===== src/rtl/mem_port_scheduler.sv =====
// Arbitrates the CPU instruction and data ports onto one memory port.
// Within a scheduling round the data side is always served before the instruction side.
module mem_port_scheduler #(
  parameter int ADDR_W = 32,
  parameter int DATA_W = 32
) (
  input  logic              clk,
  input  logic              rst,
  input  logic              i_cs,
  input  logic              i_oe,
  input  logic [3:0]        i_web,
  input  logic [ADDR_W-1:0] i_address,
  input  logic [DATA_W-1:0] i_di,
  output logic [DATA_W-1:0] i_do,
  output logic              i_stall,
  input  logic              d_cs,
  input  logic              d_oe,
  input  logic [3:0]        d_web,
  input  logic [ADDR_W-1:0] d_address,
  input  logic [DATA_W-1:0] d_di,
  output logic [DATA_W-1:0] d_do,
  output logic              d_stall,
  output logic              m_req,
  output logic              m_write,
  output logic [3:0]        m_wstrb,
  output logic [ADDR_W-1:0] m_addr,
  output logic [DATA_W-1:0] m_wdata,
  input  logic              m_ready,
  input  logic [DATA_W-1:0] m_rdata
);

  typedef enum logic [1:0] {
    IDLE    = 2'd0,
    BUSY_D  = 2'd1,
    BUSY_I  = 2'd2,
    RELEASE = 2'd3
  } state_e;

  state_e            state_q, state_d;
  logic              pd_q, pd_d;
  logic              pi_q, pi_d;
  logic [ADDR_W-1:0] i_addr_q, i_addr_d;
  logic [ADDR_W-1:0] d_addr_q, d_addr_d;
  logic [DATA_W-1:0] d_wdata_q, d_wdata_d;
  logic [3:0]        d_web_q, d_web_d;
  logic [DATA_W-1:0] i_do_q, i_do_d;
  logic [DATA_W-1:0] d_do_q, d_do_d;

  logic i_req, d_req, d_wr;
  logic unused_inputs;

  // The instruction port is read-only, so its write data and strobes are dropped.
  assign unused_inputs = ^{i_di, i_web};

  assign i_req = i_cs & i_oe;
  assign d_wr  = (d_web != 4'hF);
  assign d_req = d_cs & (d_oe | d_wr);

  // Memory handshake: m_req and the m_* payload are pure functions of registered
  // state and stay constant while m_req is high; a transfer completes in the cycle
  // m_ready is sampled high with m_req high, and m_ready is ignored otherwise.
  always_comb begin
    m_req   = (state_q == BUSY_D) || (state_q == BUSY_I);
    m_write = 1'b0;
    m_wstrb = '0;
    m_addr  = '0;
    m_wdata = '0;
    case (state_q)
      BUSY_D: begin
        m_write = (d_web_q != 4'hF);
        m_wstrb = ~d_web_q;
        m_addr  = d_addr_q;
        m_wdata = d_wdata_q;
      end
      BUSY_I:  m_addr = i_addr_q;
      default: ;
    endcase
  end

  assign i_stall = i_req & (state_q != RELEASE);
  assign d_stall = d_req & (state_q != RELEASE);
  assign i_do    = i_do_q;
  assign d_do    = d_do_q;

  always_comb begin
    state_d   = state_q;
    pd_d      = pd_q;
    pi_d      = pi_q;
    i_addr_d  = i_addr_q;
    d_addr_d  = d_addr_q;
    d_wdata_d = d_wdata_q;
    d_web_d   = d_web_q;
    i_do_d    = i_do_q;
    d_do_d    = d_do_q;
    case (state_q)
      IDLE: begin
        if (i_req || d_req) begin
          pd_d      = d_req;
          pi_d      = i_req;
          i_addr_d  = i_address;
          d_addr_d  = d_address;
          d_wdata_d = d_di;
          d_web_d   = d_web;
          state_d   = d_req ? BUSY_D : BUSY_I;
        end
      end
      BUSY_D: begin
        if (m_ready) begin
          if (d_web_q == 4'hF) d_do_d = m_rdata;
          pd_d    = 1'b0;
          state_d = pi_q ? BUSY_I : RELEASE;
        end
      end
      BUSY_I: begin
        if (m_ready) begin
          i_do_d  = m_rdata;
          pi_d    = 1'b0;
          state_d = RELEASE;
        end
      end
      RELEASE: state_d = IDLE;
      default: state_d = IDLE;
    endcase
  end

  always_ff @(posedge clk or negedge rst) begin
    if (!rst) begin
      state_q   <= IDLE;
      pd_q      <= 1'b0;
      pi_q      <= 1'b0;
      i_addr_q  <= '0;
      d_addr_q  <= '0;
      d_wdata_q <= '0;
      d_web_q   <= '0;
      i_do_q    <= '0;
      d_do_q    <= '0;
    end else begin
      state_q   <= state_d;
      pd_q      <= pd_d;
      pi_q      <= pi_d;
      i_addr_q  <= i_addr_d;
      d_addr_q  <= d_addr_d;
      d_wdata_q <= d_wdata_d;
      d_web_q   <= d_web_d;
      i_do_q    <= i_do_d;
      d_do_q    <= d_do_d;
    end
  end

endmodule

===== config.mk =====
export PLATFORM = sky130hd
export DESIGN_NAME = mem_port_scheduler
export DESIGN_NICKNAME = d
export VERILOG_FILES = /design/src/rtl/mem_port_scheduler.sv
export SDC_FILE = /design/constraint.sdc
export NUM_CORES = 1
export LEC_CHECK = 0
export CAP_MARGIN = 20
export CORE_ASPECT_RATIO = 0.5
export CORE_UTILIZATION = 46
export CTS_CLUSTER_DIAMETER = 100
export DETAILED_ROUTE_END_ITERATION = 8
export PLACE_DENSITY_LB_ADDON = 0.1
export RECOVER_POWER = 50
export SYNTH_ARGS = -nofsm -noshare
export SYNTH_HDL_FRONTEND = slang
export SYNTH_SLANG_ARGS = --single-unit

===== constraint.sdc =====
create_clock -name clk -period 4.7 [get_ports clk]
set_clock_uncertainty 0.1 [all_clocks]
set_input_delay 0.705 -clock clk [delete_from_list [all_inputs] [get_ports clk]]
set_output_delay 0.705 -clock clk [all_outputs]
set_load 0.05 [all_outputs]

== Yosys cells after proc, flatten, opt, wreduce, memory -nomap -nowiden ==
Index checks and enable logic that the tools add are counted.

* Logic and storage cells: 46
* Input bits: 175
* Bits in registers: 167
* Output and inout bits: 136

* Reduce and logical (&&, ||, !) cells: 9
* Bitwise gates (word level): 6
* Muxes and demuxes: 13
* Equal/unequal tests: 10

{| class="wikitable"
|+ Operators with widths
! cell !! count
|-
| $pmux 32 s2 || 1
|-
| $mux 32 || 1
|-
| $reduce_and 3->1 || 3
|-
| $mux 2 || 4
|-
| $ne 2x2->1 const B || 4
|-
| $ne 4x4->1 const B || 2
|-
| $pmux 2 s4 || 1
|-
| $and 1x1->1 || 4
|-
| $eq 2x2->1 const B || 2
|-
| $eq 4x4->1 const B || 1
|-
| $mux 1 || 4
|-
| $mux 4 || 1
|-
| $not 4->4 || 1
|-
| $reduce_and 2->1 || 2
|-
| $eq 2x1->1 const B || 1
|-
| $logic_not 2->1 || 1
|-
| $logic_or 1x1->1 || 2
|-
| $pmux 1 s2 || 1
|-
| $reduce_bool 2->1 || 1
|-
| $or 1x1->1 || 1
|}

== Longest topological paths before layout ==
* Depth after elaboration: 6
* Depth in mapped cells: 7
* Mapped depth without buffers: 5

== Worst setup path after synthesis ==
Ideal clock, no wire load.

* Kind: flip-flop to output port
* From: reg state_q[0]
* To: out m_addr[0]
* Setup slack: 1.835 ns
* Data arrival time: 2.060 ns
* Cell stages (with the launch flop): 5
* Required time: 3.895 ns
* Path buffers: 1
* Path through: dfrtp_1 inv_1 ha_1 clkbuf_1 nor2b_1

* Word-level cells in the longest chain between the ends: 2
* Elaborated cells between the ends (all ways): 3
* Those cells by class: eq/ne (2); mux (1)

{| class="wikitable"
|+ Ends and longest elaborated chain
! item !! line !! text
|-
| start: declaration || 39 || <nowiki>state_e state_q, state_d;</nowiki>
|-
| start signal: assignment || 138 || <nowiki>state_q <= state_d;</nowiki>
|-
| $eq 2x2->1 or $eq 2x1->1 (tied branches) || 68 || <nowiki>case (state_q)</nowiki>
|-
| $pmux 32 s2 (*) || 68 ||
|-
| end: declaration || 26 || <nowiki>output logic [ADDR_W-1:0] m_addr,</nowiki>
|}

Every way passes the cells marked *; elsewhere a longest branch is shown, timed or not.

== Worst setup path in the final report ==
* From: reg state_q[1]
* To: out m_addr[5]

Same word-level chain as after synthesis.

==> run metrics <==
# port buffers=around 270; met3 wire len=1480 um; # IOs=roughly 310; Fill cells=1070; clock sinks=167; post-synthesis cell count=497; crit path max fanout=41; post-layout minimum cycle time=3.78 ns; Max Cap Viol=3; Core Rows=31; core area=14800 um2; setup bufs post-CTS=0; All-Layer GR Usage=0.228; Arr. time, crit path=2.98 ns; die footprint=16000 um2; outcome=complete, but fails checks; width of the die=around 180 um; Peak VDD IR=~0.41 mV; drt drc=0; power density cells=around 800 nW/um2; setup TNS=0 ns; Top Metal Used=met4; M1 WL=roughly 7000 um; first-pass GRT wire length=28100 um; Initial Util=0.481; Avg Cell Area, Syn=14.3 um2; Clock Latency Late Sink=0.41 ns; CTS resizes=0; met2 wire len=8610 um; CTS tree=built; Nets=between 900 and 1000; Max Clock Freq=264 MHz; Hold-fix buffers, CTS=0; Least-Margin Pin Slew=2.47 ns; Max-slew headroom=-0.648; H-tree depth=4; die height=89.9 um; yosys warns=0; Seq/Total Area, Yosys=0.587; Min-Delay Path Class=reg -> reg; Synth Register Bits=between 150 and 200; TritonCTS Buffers=17; share of layout cells above drive strength 1=0.256; dpl hpwl=11800 um; DR vias=4931; post-synth top area cell=dfrtp_1; final hold violations=0; RSZ-0062 raised after global routing=no; fin cells=979; root buffer cell=clkbuf_16; global route overflow=0; Clock Tree Buf Depth=2; final setup vio count=0; CP Capture Type=primary output; Worst setup SP type=register; Placer Congestion=0.769; area grow syn2layout=48.9%; DP Cell Count=around 950; Netlist cell types=24; drt pass-1 iters=4; Req. time, crit path=around 3.9 ns; Detail Route Antenna Nets=0; Worst Setup Slack post-DPL=~1.3 ns; Iteration-0 DRC Markers=223; vias in the first global route=roughly 5500; WHS=0.397 ns; Synth Net Count=677; Mapped Area=7110 um2; initial antenna violation count=0; worst setup path class=reg -> out; Clock transition at path regs=~0.060 ns; Final Cycle Share=0.805; post-synth top area share=0.587; synth top area cells=dfrtp_1, mux2_2, a22oi_1; PnR worst setup slack=0.917 ns; Final Max Tran Viols=141; Antenna diodes=0; vias per cell=5.04; Avg WL per Cell=17.7 um; failing checks=capacitance limit, slew limit; largest net degree at the start of global routing=slightly below 100; leak pwr=between 0.004 and 0.005 uW; Post-Route WL=~17000 um
-- cells by family (layout without fill, tap and decap cells) --
family	Yosys count	after routing	synth area share
compound gates	40	40	0.0424
buf+inv	35	319	0.0285
simple gates	84	84	0.0702
flops	167	167	0.587
fa+ha+maj	5	5	0.00879
mux	166	166	0.263
-- per-layer routing --
metal / vias to the layer above / global-route usage
li1: 2287 / -
met2: 150 / 0.381
met5: - / 0
met1: 2474 / 0.269
met3: 20 / 0.0897
met4: 0 / 0.0719
-- critical path: stages, from the launching register on --
cell,delay (ns)
dfrtp_1,0.41
inv_1,0.12
ha_2,0.66
buf_12,0.28
a22oi_1,0.10
nor2b_1,0.13
clkdlybuf4s50_1,0.84
-- cell usage in the layout (no fill, tap or decap), types with 7 or more instances in the layout --
master,instances
nor2b_1,36
and2_1,33
mux2_2,157
dfrtp_1,167
clkdlybuf4s50_1,247
clkbuf_16,17
inv_6,7
a22oi_1,32
mux2_1,9
dlygate4sd3_1,26
-- through the flow --
step	utilization	total power, uW	area (um2)
3_3_place_gp	0.678	7010	10000
5_1_grt	0.717	8880	10600
6_report	0.717	8440	10600
3_5_place_dp	0.678	7110	10000
2_1_floorplan	-	5620	7110
4_1_cts	0.718	8550	10600
-- cell usage after synthesis --
master	count
a21oi_1	2
nor2b_1	36
clkbuf_1	15
o21a_1	1
buf_6	7
inv_1	4
ha_1	5
a22oi_1	32
nor2_1	5
nand2b_1	2
and2_1	33
buf_4	3
a211oi_1	1
dfrtp_1	167
nand3_1	3
o21ai_0	1
nand2_1	4
o22ai_1	1
nand4_1	1
buf_2	6
o21ai_4	1
mux2_2	157
mux2_1	9
o221ai_1	1
-- layout make-up --
type / instances / area (um2) / area share
clock buffer: 19 / 453 / 0.0428
tap: 198 / 248 / 0.0234
timing repair buffer: 283 / 2820 / 0.266
clock inverter: 13 / 149 / 0.0141
sequential: 167 / 4180 / 0.395
multi-input combinational: 295 / 2730 / 0.257
inverter: 4 / 15.0 / 0.00142
-- power by group --
part | switching, uW | internal (uW)
Clock | 635 | 787
Combinational | 2750 | 1840
Sequential | 320 | 2110
-- path summary, 6_finish.rpt --
| kind | startpoint | end | slack (ns) | depth (start not counted) |
|---|---|---|---|---|
| max in group asynchronous | rst | i_addr_q[28] | 1.53 | 2 |
| max reg2reg | state_q[0] | i_do[17] | 1.79 | 5 |
| min | d_wdata_q[0] | d_wdata_q[0] | 0.40 | 1 |
| min reg2reg | d_wdata_q[0] | d_wdata_q[0] | 0.40 | 1 |
| min in group asynchronous | rst | d_do[26] | 0.90 | 1 |
| max | state_q[1] | m_addr[5] | 0.92 | 6 |
-- sequential cells by signal (all words and copies together), names as in the netlist --
signal,count
d_addr_q,32
d_do,32
d_wdata_q,32
i_addr_q,32
i_do,32
d_web_q,4
state_q,2
pi_q,1
Note: power is estimated with default switching activity, not from simulation.
